<file path="src/rtl/led_fader.sv">
// led_fader: turns 8 on/off LED bits into PWM channels that ramp brightness at a fixed rate
// Ports: clk_i oscillator clock; rst_i synchronous active-high reset; led_i target on/off per
//        channel; en_i global enable (0 = all dark); led_o registered pin drive (polarity per
//        ACTIVE_LOW); busy_o high while any channel's duty differs from its target.
module led_fader #(
    parameter int PWM_BITS   = 8,
    parameter int STEP_DIV   = 46875,
    parameter int FADE_STEP  = 1,
    parameter int ACTIVE_LOW = 1
) (
    input  logic       clk_i,
    input  logic       rst_i,
    input  logic [7:0] led_i,
    input  logic       en_i,
    output logic [7:0] led_o,
    output logic       busy_o
);
    localparam logic [PWM_BITS-1:0] MAX  = '1;
    localparam int                  SW   = (STEP_DIV > 1) ? $clog2(STEP_DIV) : 1;
    localparam logic [SW-1:0]       LAST = SW'(STEP_DIV - 1);
    localparam logic [PWM_BITS:0]   STEP = (PWM_BITS + 1)'(FADE_STEP);
    localparam logic [7:0]          DARK = (ACTIVE_LOW != 0) ? 8'hFF : 8'h00;

    logic [7:0]          led_q, lit, busy;
    logic [PWM_BITS-1:0] pwm_cnt;
    logic [SW-1:0]       step_cnt;
    logic                step_tick;
    logic [PWM_BITS-1:0] duty     [8];
    logic [PWM_BITS-1:0] duty_nxt [8];
    logic [PWM_BITS:0]   up       [8];

    assign step_tick = step_cnt == LAST;
    assign busy_o    = |busy;

    // Saturating ramp: the increment carries one extra bit so overflow clamps to MAX
    // instead of wrapping; the decrement floors at zero.
    always_comb begin
        for (int i = 0; i < 8; i++) begin
            up[i]       = {1'b0, duty[i]} + STEP;
            duty_nxt[i] = led_q[i] ? (up[i] > {1'b0, MAX} ? MAX : up[i][PWM_BITS-1:0])
                                   : ({1'b0, duty[i]} > STEP ? duty[i] - STEP[PWM_BITS-1:0] : '0);
            // duty == MAX stays lit through the pwm_cnt == MAX slot too
            lit[i]      = en_i & ((duty[i] == MAX) | (duty[i] > pwm_cnt));
            busy[i]     = duty[i] != (led_q[i] ? MAX : '0);
        end
    end

    always_ff @(posedge clk_i) begin
        if (rst_i) begin
            led_q    <= '0;
            pwm_cnt  <= '0;
            step_cnt <= '0;
            led_o    <= DARK;
            for (int i = 0; i < 8; i++) duty[i] <= '0;
        end else begin
            led_q    <= led_i;
            pwm_cnt  <= pwm_cnt + 1'b1;
            step_cnt <= step_tick ? '0 : step_cnt + 1'b1;
            led_o    <= lit ^ DARK;
            if (step_tick)
                for (int i = 0; i < 8; i++) duty[i] <= duty_nxt[i];
        end
    end
endmodule

</file>
<file path="config.mk">
export PLATFORM = sky130hd
export DESIGN_NAME = led_fader
export DESIGN_NICKNAME = d
export VERILOG_FILES = /design/src/rtl/led_fader.sv
export SDC_FILE = /design/constraint.sdc
export NUM_CORES = 1
export LEC_CHECK = 0
export CAP_MARGIN = 5
export CELL_PAD_IN_SITES_DETAIL_PLACEMENT = 0
export CELL_PAD_IN_SITES_GLOBAL_PLACEMENT = 1
export CORE_ASPECT_RATIO = 0.8
export CORE_MARGIN = 5
export CORE_UTILIZATION = 40
export CTS_CLUSTER_DIAMETER = 80
export DETAILED_ROUTE_END_ITERATION = 6
export PLACE_DENSITY_LB_ADDON = 0.05
export SYNTH_ARGS = -nofsm -noshare
export SYNTH_HDL_FRONTEND = slang
export SYNTH_SLANG_ARGS = --single-unit
</file>
<file path="constraint.sdc">
create_clock -name clk_i -period 4.7 [get_ports clk_i]
set_input_delay 0.94 -clock clk_i [delete_from_list [all_inputs] [get_ports clk_i]]
set_output_delay 0.94 -clock clk_i [all_outputs]
set_load 0.02 [all_outputs]
</file>
==> flow_metrics.py, run 1 <==
metrics = {
    "status": {
        "status": "completed",
    },
    "logic_synthesis": {
        "yosysTopAreaCellShare_pct": 21.6,
        "syn_inst": 1086,
        "yosysSeqAreaShare_pct": 30.6,
        "synth_area_leaders": "edfxtp_1 (22%), ha_1 (14%), dfxtp_1 (9.0%), nor2_1 (4.9%), a21oi_1 (4.2%)",
        "synth_top_area_cell": "edfxtp_1",
        "yosys_warnings": 0,
        "syn_area_per_cell_um2": 8.19,
        "synthesis.area_um2": 8890,
        "synth_nets": 1195,
        "ys_seq_elements": 104,
        "synth_ff_type": "edfxtp_1",
        "yosys.cell_types.count": 71,
        "synth_edf_count": 64,
        "synth_async_sr_flop_share_pct": 0,
    },
    "critical_path": {
        "crit_type": "reg -> out",
        "startpoint_type": "flip-flop",
        "end_kind": "primary output",
        "worstSetupStartpoint": "duty[0][29]$_SDFFCE_PN0P_",
        "cpPeakStageDelay_ns": 0.59,
        "crit_fanout": 9,
        "crit_chain": "or4_1, nor3_1, a32oi_1, nor3_1, nand4_1, clkdlybuf4s50_1",
        "cp.required_ns": 3.76,
        "rr_startpoint": "duty[0][8]$_SDFFCE_PN0P_",
        "arrival_ns": 3.22,
        "slowest_stage": "clkdlybuf4s50_1",
        "crit_top_cell": "nor3_1",
    },
    "die": {
        "start_util_pct": 40.9,
        "design.die.area_um2": 25300,
        "die_y_um": 143,
        "design.portCount": 20,
        "core_area_um2": 21700,
        "rows": 48,
        "die_w_um": 177,
    },
    "route": {
        "drt_iter0_drc": 684,
        "vias_per_cell": 5.68,
        "wirelength_mm": 23.6,
        "drc": 0,
        "ant_nets": 0,
        "first_pass_iters": 5,
        "wire_per_inst_um": 17.3,
        "vias": 7736,
    },
    "hold_path": {
        "min-delay-start": "step_cnt[0]$_SDFF_PP0_",
        "min_path_type": "reg -> reg",
    },
    "timing": {
        "setup-tns-final_ns": 0,
        "timing.final.crit_share_pct": 88.5,
        "worst_slew_pin_slew_ns": 0.922,
        "skew_ns": 0.0126,
        "min_period_ns": 4.16,
        "relSlewSlack_pct": 38.2,
        "rsz0062_at_grt": "no",
        "hold_viol": 0,
        "setup_violations": 0,
        "final-max-slew-violation-count": 0,
        "fmax_mhz": 240,
    },
    "cells_and_area": {
        "drive_above_1_share_pct": 4.89,
        "fill_cells": 2242,
        "multi_input_area_um2": 5750,
        "diodes": 0,
        "nets": 1167,
        "fin_util_pct": 43.9,
        "regArea_um2": 2720,
        "area_growth_pct": 7.24,
        "final_area_um2": 9540,
        "final_cells": 1363,
    },
    "clocking": {
        "clkTransAtPathRegs_ns": 0.08,
        "cts_buffers": 9,
        "h-tree-depth": 3,
        "post_cts_buffers": 0,
        "root_buffer": "clkbuf_16",
        "clock_path_buffers": 2,
        "clk_latency_ns": 0.36,
        "cts_tree": "built",
        "clock-sinks": 104,
        "cts_resized": 0,
        "cts_hold_buf": 0,
    },
    "global_route": {
        "grt_pass1_wl_mm": 38.5,
        "antenna_found_initial": 0,
        "grt_pass1_vias": 7206,
        "grt_max_degree": 42,
        "grt.overflow.total": 0,
        "grtUsageTotal_pct": 18.7,
    },
    "power": {
        "pwr_density_cell_nw_per_um2": 233,
        "p_leak_uw": 0.00352,
        "ir_drop_uv": 153,
        "power_uw": 2220,
    },
    "place": {
        "numPlacedInstances": 1347,
        "dpl.hpwl_mm": 16.2,
        "placed_area_um2": 9260,
        "place_congestion": 0.801,
        "portBuffers": 19,
    },
    "job": {
        "maxCapViolCount": 0,
    },
}
==> power by group <==
part	total [uW]	internal (uW)	switching, uW
Combinational	362	162	200
Sequential	1100	1010	91.7
Clock	760	372	388
Total	2220	1540	680
==> placed cells by master (no fill, tap or decap), types with 11 or more instances in the layout <==
cell type,instances
nor2_1,117
ha_1,98
nand2_1,79
a21oi_1,75
o21ai_0,66
edfxtp_1,64
nand3_1,53
inv_1,44
dfxtp_1,40
nor3_1,35
nand4_1,28
xor2_1,24
xnor2_1,24
nor2b_1,22
a31oi_1,20
or3_1,18
a21o_1,18
clkdlybuf4s50_1,18
nand2b_1,15
a22oi_1,11
==> state kept, by name (all words and copies together), names as in the netlist <==
| name | count |
|---|---|
| pwm_cnt | 8 |
| led_o | 8 |
| duty | 64 |
| step_cnt | 16 |
| led_q | 8 |
==> cells by family (layout without fill, tap and decap cells) <==
group | count (synthesis) | in the layout | synth area share (%)
AND/OR/NAND/NOR | 438 | 438 | 24.9
XOR/XNOR | 48 | 48 | 4.73
AO/OA/AOI/OAI | 285 | 285 | 20.7
buffers and inverters | 109 | 86 | 4.75
multiplexers | 4 | 4 | 0.478
adder cells (fa/ha/maj) | 98 | 98 | 13.8
flip-flops | 104 | 104 | 30.6
==> area by class of cell <==
| class | instances | share of cell area, % |
|---|---|---|
| sequential | 104 | 28.5 |
| multi-input combinational | 873 | 60.3 |
| clock inverter | 7 | 0.616 |
| inverter | 44 | 1.73 |
| clock buffer | 9 | 2.36 |
| tap | 300 | 3.93 |
| timing repair buffer | 26 | 2.49 |
==> worst paths after layout <==
kind | endpoint | slack [ns] | depth (start not counted)
min | step_cnt[0]$_SDFF_PP0_ | 0.47 | 1
max | busy_o | 0.54 | 6
max reg2reg | duty[0][10]$_SDFFCE_PN0P_ | 1.86 | 8
min reg2reg | step_cnt[0]$_SDFF_PP0_ | 0.47 | 1
==> per-layer routing <==
| layer | share of wire, % | up-vias | track usage (%) |
|---|---|---|---|
| met3 | 2.4 | 22 | 2.47 |
| li1 | - | 3966 | - |
| met5 | 0 | - | 0 |
| met4 | 1.3 | 0 | 4.27 |
| met1 | 52 | 3634 | 27.5 |
| met2 | 45 | 114 | 29.4 |
==> cell usage after synthesis, types with 28 or more instances <==
library cell  instances
o21ai_0              66
nand2_1              79
nand3_1              53
nand4_1              28
nor3_1               35
clkbuf_1             59
ha_1                 98
inv_1                44
dfxtp_1              40
edfxtp_1             64
a21oi_1              75
nor2_1              117
==> critical path: cells and delay by family (launching register included) <==
kind / cells / cell delay [ns]
flip-flops: 1 / 0.52
AO/OA/AOI/OAI: 1 / 0.18
buffers and inverters: 1 / 0.59
AND/OR/NAND/NOR: 4 / 1.58
==> stage by stage <==
stage | setup WS [ns] | hold WS, ns
final | 0.539 | 0.469
after global routing | 0.399 | 0.495
after CTS | 0.515 | 0.479
after detailed placement | 0.915 | 0.459
after global placement | 0.849 | 0.445
after floorplan | 0.796 | 0.430
Note: power is estimated with default switching activity, not from simulation.
==> run 2: changes to the inputs <==
ABC_AREA = 1   (was not set)
CORE_UTILIZATION = 47   (was 40)
CTS_CLUSTER_DIAMETER = not set   (was 80)
==> flow_metrics.py, run 2 <==
metrics = {
    "clocking": {
        "cts_tree": "built",
        "cts_hold_buf": 0,
        "root_buffer": "clkbuf_16",
        "cts_buffers": 9,
        "clk_latency_ns": 0.36,
        "h-tree-depth": 3,
        "clkTransAtPathRegs_ns": 0.08,
        "clock-sinks": 104,
        "clock_path_buffers": 2,
        "post_cts_buffers": 0,
        "cts_resized": 0,
    },
    "cells_and_area": {
        "largestRegisters": "duty (64), step_cnt (16)",
        "nets": 1415,
        "largest-register": "duty",
        "regArea_um2": 2720,
        "fill_cells": 2001,
        "largest_reg_flops": 64,
        "drive_above_1_share_pct": 5.73,
        "fin_util_pct": 50.8,
        "final_cell_mix": "nand2_1 (278), inv_1 (162), nor2_1 (152)",
        "final_common_cell": "nand2_1",
        "multi_input_area_um2": 5790,
        "area_growth_pct": 6.90,
        "diodes": 0,
    },
    "timing": {
        "final-max-slew-violation-count": 0,
        "setup_ws_ns": 1.18,
        "timing.final.crit_share_pct": 74.8,
        "worst_slew_pin_slew_ns": 0.997,
        "relSlewSlack_pct": 33.3,
        "setup_violations": 0,
        "hold_viol": 0,
        "setup-tns-final_ns": 0,
        "min_period_ns": 3.52,
        "fmax_mhz": 284,
        "skew_ns": 0.0108,
        "rsz0062_at_grt": "no",
        "hold_ws_ns": 0.479,
    },
    "hold_path": {
        "min-delay-start": "step_cnt[14]$_SDFF_PP0_",
        "min_path_type": "reg -> reg",
    },
    "place": {
        "dpl.hpwl_mm": 16.6,
        "place_congestion": 0.896,
        "pre_cts_ws_ns": 1.23,
        "portBuffers": 19,
    },
    "route": {
        "met1Wirelength_mm": 12.0,
        "vias": 8151,
        "wl_met3_um": 826,
        "first_pass_iters": 6,
        "top_layer": "met4",
        "wire_per_inst_um": 14.7,
        "ant_nets": 0,
        "met2WireLength_mm": 10.0,
        "wirelength_mm": 23.2,
        "drt_iter0_drc": 598,
        "vias_per_cell": 5.18,
        "drc": 0,
    },
    "global_route": {
        "antenna_found_initial": 0,
        "grt_pass1_wl_mm": 38.3,
        "grt.overflow.total": 0,
        "grt_max_degree": 45,
        "grtUsageTotal_pct": 20.4,
        "grt_pass1_vias": 7448,
    },
    "die": {
        "die_y_um": 136,
        "die_w_um": 168,
        "design.die.area_um2": 22900,
        "core_area_um2": 19700,
        "rows": 46,
        "design.portCount": 20,
        "start_util_pct": 47.6,
    },
    "critical_path": {
        "crit_type": "reg -> out",
        "arrival_ns": 2.58,
        "rr_startpoint": "step_cnt[0]$_SDFF_PP0_",
        "startpoint_type": "flip-flop",
        "worstSetupStartpoint": "duty[1][13]$_SDFFCE_PN0P_",
        "cp.required_ns": 3.76,
        "crit_fanout": 6,
        "end_kind": "primary output",
    },
    "logic_synthesis": {
        "synth_top_area_cell": "edfxtp_1",
        "syn_inst": 1308,
        "yosys_warnings": 0,
        "synth_edf_count": 64,
        "synth_area_leaders": "edfxtp_1 (21%), ha_1 (13%), nand2_1 (11%), dfxtp_1 (8.6%), xor2_1 (7.0%)",
        "synth_async_sr_flop_share_pct": 0,
        "yosysTopAreaCellShare_pct": 20.5,
        "synth_ff_type": "edfxtp_1",
        "synth_nets": 1418,
        "yosysSeqAreaShare_pct": 29.1,
        "syn_area_per_cell_um2": 7.16,
        "ys_seq_elements": 104,
        "synth_common_cells": "nand2_1 (278), inv_1 (162), nor2_1 (152), a21oi_1 (100), ha_1 (99)",
        "synth.most_common_cell": "nand2_1",
        "yosys.cell_types.count": 46,
        "synthesis.area_um2": 9360,
    },
    "power": {
        "ir_drop_uv": 167,
        "power_uw": 2270,
        "pwr_density_cell_nw_per_um2": 226,
        "p_leak_uw": 0.00430,
    },
    "status": {
        "status": "completed",
    },
    "job": {
        "maxCapViolCount": 0,
    },
}
[run 2: final cells by class]
| class | instances | share of cell area (%) |
|---|---|---|
| repair buffers | 22 | 2.25 |
| multi-input cells | 996 | 57.8 |
| clock inverters | 4 | 0.300 |
| inverters | 172 | 6.45 |
| clock buffers | 12 | 2.68 |
| well taps | 264 | 3.30 |
| flip-flops and latches | 104 | 27.2 |
[run 2: kinds of logic after synthesis]
logic type / synth area share (%)
buf+inv: 9.14
xor+xnor: 8.03
flops: 29.1
compound gates: 13.7
simple gates: 26.8
fa+ha+maj: 13.2
[run 2: power by group]
part | internal [uW] | switching (uW) | total, uW | leakage (uW)
clock | 413 | 377 | 789 | 0.000150
sequential | 1010 | 79.2 | 1090 | 0.000986
combinational | 153 | 238 | 391 | 0.00317
[run 2: through the flow]
stage	cell area, um^2	std cells
after global placement	9710	1558
after detailed placement	9710	1558
after CTS	10000	1574
after floorplan	9360	1308
final	10000	1574
after global routing	10000	1574
[run 2: path summary, 6_finish.rpt]
check	endpoint	slack, ns	depth (start not counted)
max	busy_o	1.18	9
min	step_cnt[14]$_SDFF_PP0_	0.48	2
max reg2reg	duty[1][11]$_SDFFCE_PN0P_	2.46	6
min reg2reg	step_cnt[14]$_SDFF_PP0_	0.48	2
[run 2: layer usage]
layer,global-route usage [%],vias to the layer above
met1,29.8,3698
met5,0,-
met4,4.28,0
met3,3.20,20
li1,-,4305
met2,32.1,128
[run 2: critical path: stages, from the launching register on]
cell,delay [ns]
edfxtp_1,0.49
inv_1,0.15
nand2_1,0.10
nor3_1,0.23
nand4_1,0.13
o31ai_1,0.12
o21ai_0,0.14
nor2_1,0.21
nand2_1,0.10
clkdlybuf4s50_1,0.54
